### config.mk
export PLATFORM = sky130hd
export DESIGN_NAME = branch_seq_ctrl
export DESIGN_NICKNAME = d
export VERILOG_FILES = /design/src/rtl/branch_seq_ctrl_pkg.sv /design/src/rtl/branch_seq_ctrl_slice_comp.sv /design/src/rtl/branch_seq_ctrl.sv
export SDC_FILE = /design/constraint.sdc
export NUM_CORES = 1
export LEC_CHECK = 0
export CAP_MARGIN = 25
export CORE_ASPECT_RATIO = 1.2
export CORE_MARGIN = 4
export CORE_UTILIZATION = 35
export CTS_BUF_LIST = sky130_fd_sc_hd__clkbuf_16
export DETAILED_ROUTE_END_ITERATION = 10
export GPL_TIMING_DRIVEN = 1
export HOLD_SLACK_MARGIN = 0.05
export MAX_ROUTING_LAYER = met4
export PLACE_DENSITY = 0.57
export SYNTH_ARGS = -nofsm -noshare
export SYNTH_HDL_FRONTEND = slang
export SYNTH_SLANG_ARGS = --single-unit
export TNS_END_PERCENT = 10
### constraint.sdc
create_clock -name clk -period 14.6 [get_ports clk]
set_input_delay 2.19 -clock clk [delete_from_list [all_inputs] [get_ports clk]]
set_output_delay 2.19 -clock clk [all_outputs]
set_load 0.01 [all_outputs]
### src/rtl/branch_seq_ctrl_pkg.sv
// Shared constants, encodings and helpers for the branch resolution controller.
package branch_seq_ctrl_pkg;

  localparam int unsigned XLEN = 32;

  // RV32I conditional-branch funct3 encodings
  localparam logic [2:0] F3_BEQ  = 3'b000;
  localparam logic [2:0] F3_BNE  = 3'b001;
  localparam logic [2:0] F3_BLT  = 3'b100;
  localparam logic [2:0] F3_BGE  = 3'b101;
  localparam logic [2:0] F3_BLTU = 3'b110;
  localparam logic [2:0] F3_BGEU = 3'b111;

  typedef enum logic [1:0] {
    IDLE = 2'd0,
    CMP  = 2'd1,
    RESP = 2'd2
  } ctrlState_t;

  // 010 and 011 are not branch encodings
  function automatic logic isIllegal(input logic [2:0] funct3);
    return (funct3 == 3'b010) || (funct3 == 3'b011);
  endfunction

  // funct3[1] clear selects the signed compare
  function automatic logic isSigned(input logic [2:0] funct3);
    return ~funct3[1];
  endfunction

  // Branch decision from the combined compare flags
  function automatic logic branchTaken(input logic [2:0] funct3, input logic eq, input logic lt);
    logic taken;
    taken = 1'b0;
    case (funct3)
      F3_BEQ:           taken = eq;
      F3_BNE:           taken = ~eq;
      F3_BLT, F3_BLTU:  taken = lt;
      F3_BGE, F3_BGEU:  taken = ~lt;
      default:          taken = 1'b0;
    endcase
    return taken;
  endfunction

endpackage

### src/rtl/branch_seq_ctrl_slice_comp.sv
// Combinational unsigned magnitude comparator for one operand slice.
module branch_seq_ctrl_slice_comp #(
  parameter int unsigned SLICE_W = 8
) (
  input  logic [SLICE_W-1:0] a,
  input  logic [SLICE_W-1:0] b,
  output logic               eq_c,
  output logic               lt_c
);

  // Equality and unsigned less-than of the slice pair
  always_comb begin
    eq_c = (a == b);
    lt_c = (a < b);
  end

endmodule

### src/rtl/branch_seq_ctrl.sv
// Multi-cycle branch resolution controller sharing one slice comparator, MS slice first.
module branch_seq_ctrl
  import branch_seq_ctrl_pkg::*;
#(
  parameter int unsigned SLICE_W    = 8,
  parameter bit          EARLY_EXIT = 1'b1
) (
  input  logic            clk,
  input  logic            rst,
  input  logic            flush,
  input  logic            req_valid,
  output logic            req_ready,
  input  logic [2:0]      req_funct3,
  input  logic [XLEN-1:0] req_rs1,
  input  logic [XLEN-1:0] req_rs2,
  input  logic [XLEN-1:0] req_pc,
  input  logic [XLEN-1:0] req_imm,
  output logic            resp_valid,
  input  logic            resp_ready,
  output logic            resp_taken,
  output logic [XLEN-1:0] resp_next_pc,
  output logic            resp_eq,
  output logic            resp_lt,
  output logic            resp_misalign,
  output logic            resp_illegal,
  output logic            busy
);

  localparam int unsigned NSLICE = XLEN / SLICE_W;
  localparam int unsigned KW     = (NSLICE > 1) ? $clog2(NSLICE) : 1;

  ctrlState_t      state;
  logic [KW-1:0]   kIdx;
  logic [XLEN-1:0] opA;
  logic [XLEN-1:0] opB;
  logic [XLEN-1:0] pcPlus4;
  logic [XLEN-1:0] target;
  logic [2:0]      funct3Q;
  logic            decided;
  logic            ltQ;

  logic sliceEq;
  logic sliceLt;
  logic lastSlice;
  logic finalEq;
  logic finalLt;
  logic cmpDone;
  logic takenC;
  logic [XLEN-1:0] signMask;

  // Operands are shifted left each step, so the active slice is always the top bits
  branch_seq_ctrl_slice_comp #(.SLICE_W(SLICE_W)) uSliceComp (
    .a    (opA[XLEN-1 -: SLICE_W]),
    .b    (opB[XLEN-1 -: SLICE_W]),
    .eq_c (sliceEq),
    .lt_c (sliceLt)
  );

  // Handshake and status decode from the state register
  assign req_ready  = (state == IDLE) & ~flush & ~rst;
  assign resp_valid = (state == RESP);
  assign busy       = (state != IDLE);

  // Fold the current slice into the running result; first unequal slice decides
  always_comb begin
    signMask  = {isSigned(req_funct3), {(XLEN-1){1'b0}}};
    lastSlice = (kIdx == KW'(NSLICE - 1));
    finalEq   = ~decided & sliceEq;
    finalLt   = decided ? ltQ : (~sliceEq & sliceLt);
    cmpDone   = lastSlice | (EARLY_EXIT & ~decided & ~sliceEq);
    takenC    = branchTaken(funct3Q, finalEq, finalLt);
  end

  // FSM, slice walk and registered response fields
  always_ff @(posedge clk or posedge rst) begin
    if (rst) begin
      state         <= IDLE;
      kIdx          <= '0;
      opA           <= '0;
      opB           <= '0;
      pcPlus4       <= '0;
      target        <= '0;
      funct3Q       <= '0;
      decided       <= 1'b0;
      ltQ           <= 1'b0;
      resp_taken    <= 1'b0;
      resp_next_pc  <= '0;
      resp_eq       <= 1'b0;
      resp_lt       <= 1'b0;
      resp_misalign <= 1'b0;
      resp_illegal  <= 1'b0;
    end else if (flush) begin
      state <= IDLE;
    end else begin
      case (state)
        IDLE: begin
          if (req_valid && req_ready) begin
            funct3Q <= req_funct3;
            pcPlus4 <= req_pc + XLEN'(4);
            target  <= req_pc + req_imm;
            opA     <= req_rs1 ^ signMask;
            opB     <= req_rs2 ^ signMask;
            kIdx    <= '0;
            decided <= 1'b0;
            ltQ     <= 1'b0;
            if (isIllegal(req_funct3)) begin
              state         <= RESP;
              resp_taken    <= 1'b0;
              resp_next_pc  <= req_pc + XLEN'(4);
              resp_eq       <= 1'b0;
              resp_lt       <= 1'b0;
              resp_misalign <= 1'b0;
              resp_illegal  <= 1'b1;
            end else begin
              state <= CMP;
            end
          end
        end
        CMP: begin
          if (!decided && !sliceEq) begin
            decided <= 1'b1;
            ltQ     <= sliceLt;
          end
          if (cmpDone) begin
            state         <= RESP;
            resp_taken    <= takenC;
            resp_next_pc  <= takenC ? target : pcPlus4;
            resp_eq       <= finalEq;
            resp_lt       <= finalLt;
            resp_misalign <= takenC & (|target[1:0]);
            resp_illegal  <= 1'b0;
          end else begin
            kIdx <= kIdx + KW'(1);
            opA  <= opA << SLICE_W;
            opB  <= opB << SLICE_W;
          end
        end
        RESP: begin
          if (resp_ready) state <= IDLE;
        end
        default: state <= IDLE;
      endcase
    end
  end

endmodule
==> results.ini <==
[timing]
tightestPinTransition_ns=1.00
max_freq_mhz=167
worst_slew_margin_rel=0.331
finalCritPeriodShare=0.410
fin_setup_tns_ns=0
fin_crit_ns=5.99
finalHoldViolCount=0
rsz0062_at_grt=no
final_max_slew_viol_count=0
finClkSkew_ns=0.00798
setup_viol=0

[yosys]
synth_top_family_by_area=compound AO/OA/AOI/OAI gates
synth_area_per_cell_um2=9.53
synth_top_area_cell=dfrtp_1
synth_edf_count=0
postSynth.asyncResetShare=1.00
ys_ff_latch=174
synth_compound_area_frac=0.183
synth_commonest_cells=196 x nand2_1, 174 x dfrtp_1, 124 x o21ai_0
yosysMostFrequentCell=nand2_1
yosysUniqueCellTypes=55
synth_xor_area_frac=0.0560
synth_top_area_frac=0.456
synth.cell_area_mm2=0.00955
yosys-top-cells-area=dfrtp_1 46%, mux2i_1 8.4%, nand2_1 7.7%
muxShareOfSynthArea=0.0862
synthSimpleGateAreaFrac=0.133
syn-num-nets=1180
yosys_warnings=0
synthFlopType=dfrtp_1
synthAdderAreaFrac=0.0558
ys_seq_area_frac=0.456
synthCells=1002

[die]
core_mm2=0.0266
dieWidth_um=159
initial_core_util=0.359
rows=65
dieArea_mm2=0.0300
num_io_pins=176
die_h_um=189

[worst_setup_path]
cp_slowest_cell=clkdlybuf4s50_1
crit_buf_inv=2
cpPeakStageDelay_ns=0.63
end_kind=primary output
crit_path_max_fanout=5
r2r_slack_ns=11.34
crit_path_frequent_cell=clkdlybuf4s50_1
crit_family=buffers and inverters
worstPathRequired_ns=12.41
arrival_ns=3.80
path_cells=clkdlybuf4s50_1, nor3_1, clkdlybuf4s50_1
worstSetupPathType=in -> out
start_kind=primary input

[final_layout]
nNetsFinal=1334
area_delta_synth_final_pct=28.0
drive_gt1_frac=0.0497
seqCellArea_mm2=0.00435
final_cell_area_mm2=0.0122
fill_cells=2563
finish.utilization=0.459
multi_input_area_mm2=0.00494

[global_routing]
antenna_found_initial=2
overflow=0
grt_max_degree=115
grt_pass1_vias=7910
grt_pass1_wl_um=42300
grtUsageTotal=0.178

[clock_network]
clock-sinks=174
cts_max_path_buffers=2
clock-root-buffer=clkbuf_16
clk_latency_ns=0.43
cts_tree=yes
cts_hold_buf=0
htree_levels=4
cts_buffers=17
clkSlewWorstSetupHoldPaths_ns=0.06
cts-resized-gates=0
post_cts_buffers=0

[min_path]
hold_class=reg -> reg

[power]
ir_worst_vdd_mv=0.0499
powerDensity_mw_per_mm2=128
p_leak_nw=5.21

[placed_design]
dp_hpwl_um=18600
gp_congestion=0.866
placed_area_mm2=0.0116
io_buffer_count=175

[detailed_routing]
routed_via_density=5.15
vias=7745
wirelength_um=25900
drt-wirelength-per-cell_um=17.2
antenna_left=0
drtIter0Drc=515
drc=0
firstDrtPassIters=4

[status]
outcome=finished, final reports clean

[run]
max_cap_violations=0

[sequential cells by signal, summed over array words and instances (netlist names)]
name / count
resp_eq: 1
pcPlus4: 32
opB: 32
decided: 1
kIdx: 2
resp_lt: 1
state: 2
opA: 32
ltQ: 1
resp_misalign: 1
target: 32
funct3Q: 3
resp_next_pc: 32
resp_illegal: 1
resp_taken: 1
[per-layer routing]
layer  wire [um]  vias up  global-route usage
met4         665        0              0.0638
met5           0        -                   -
li1            -     3897                   -
met1       11900     3664               0.229
met3         780       40              0.0268
met2       12500      144               0.289
[power breakdown]
| group | internal, mW | switching (mW) |
|---|---|---|
| registers | 0.600 | 0.0702 |
| clock network | 0.248 | 0.191 |
| logic | 0.226 | 0.227 |
[final timing paths]
kind                                    start  cells past startpoint                to
worst max register to register        opB[25]                     11  resp_next_pc[10]
min in group asynchronous                 rst                      2          state[0]
worst min register to register  resp_misalign                      2     resp_misalign
worst min-delay path            resp_misalign                      2     resp_misalign
worst max-delay path                    flush                      3         req_ready
max in group asynchronous                 rst                      3       pcPlus4[26]
[cells in the final DEF, fill, tap and decap left out, types with 5 or more instances in the layout]
cell             instances
o21a_1                   6
nor3_1                  16
buf_4                   12
and3_1                   5
nand3_1                 19
nand2_1                195
a21oi_1                 42
o211ai_1                 8
clkinv_1                 5
xor2_1                  34
o21ai_0                124
a22o_1                  20
clkbuf_16               17
xnor2_1                 27
clkdlybuf4s50_1        175
mux2i_1                 80
nand4_1                 15
a21o_1                   8
o21ai_1                  5
nor2_1                  25
ha_1                    41
inv_1                   19
o221ai_1                28
dfrtp_1                174
[cell type report]
cell class	instances	area share
diodes	2	0.000410
flip-flops and latches	174	0.356
inverters	19	0.00625
clock inverters	14	0.0103
well taps	335	0.0343
multi-input cells	755	0.404
repair buffers	189	0.153
clock buffers	17	0.0348
[logic make-up (layout without fill, tap and decap cells)]
logic type / after synthesis / in the layout
multiplexers: 82 / 82
AND/OR/NAND/NOR: 295 / 295
adder cells (fa/ha/maj): 42 / 42
AO/OA/AOI/OAI: 275 / 275
other: 0 / 2
flip-flops: 174 / 174
XOR/XNOR: 61 / 61
buffers and inverters: 73 / 239
[tightest hold or removal path: stages (launching register included)]
cell and delay [ns]:
dfrtp_1 0.34, nand2_1 0.05, nand2_1 0.05
[per-stage QoR]
step           cells  hold WS (ns)  setup slack, ns  total power, mW
2_1_floorplan   1002         0.445             7.14            0.941
3_3_place_gp    1470         0.456             8.66             1.13
3_5_place_dp    1470         0.459             8.64             1.14
4_1_cts         1501         0.476             8.62             1.58
5_1_grt         1505         0.499             8.52             1.66
6_report        1505         0.468             8.61             1.56
Power figures use the tool's default switching activity.
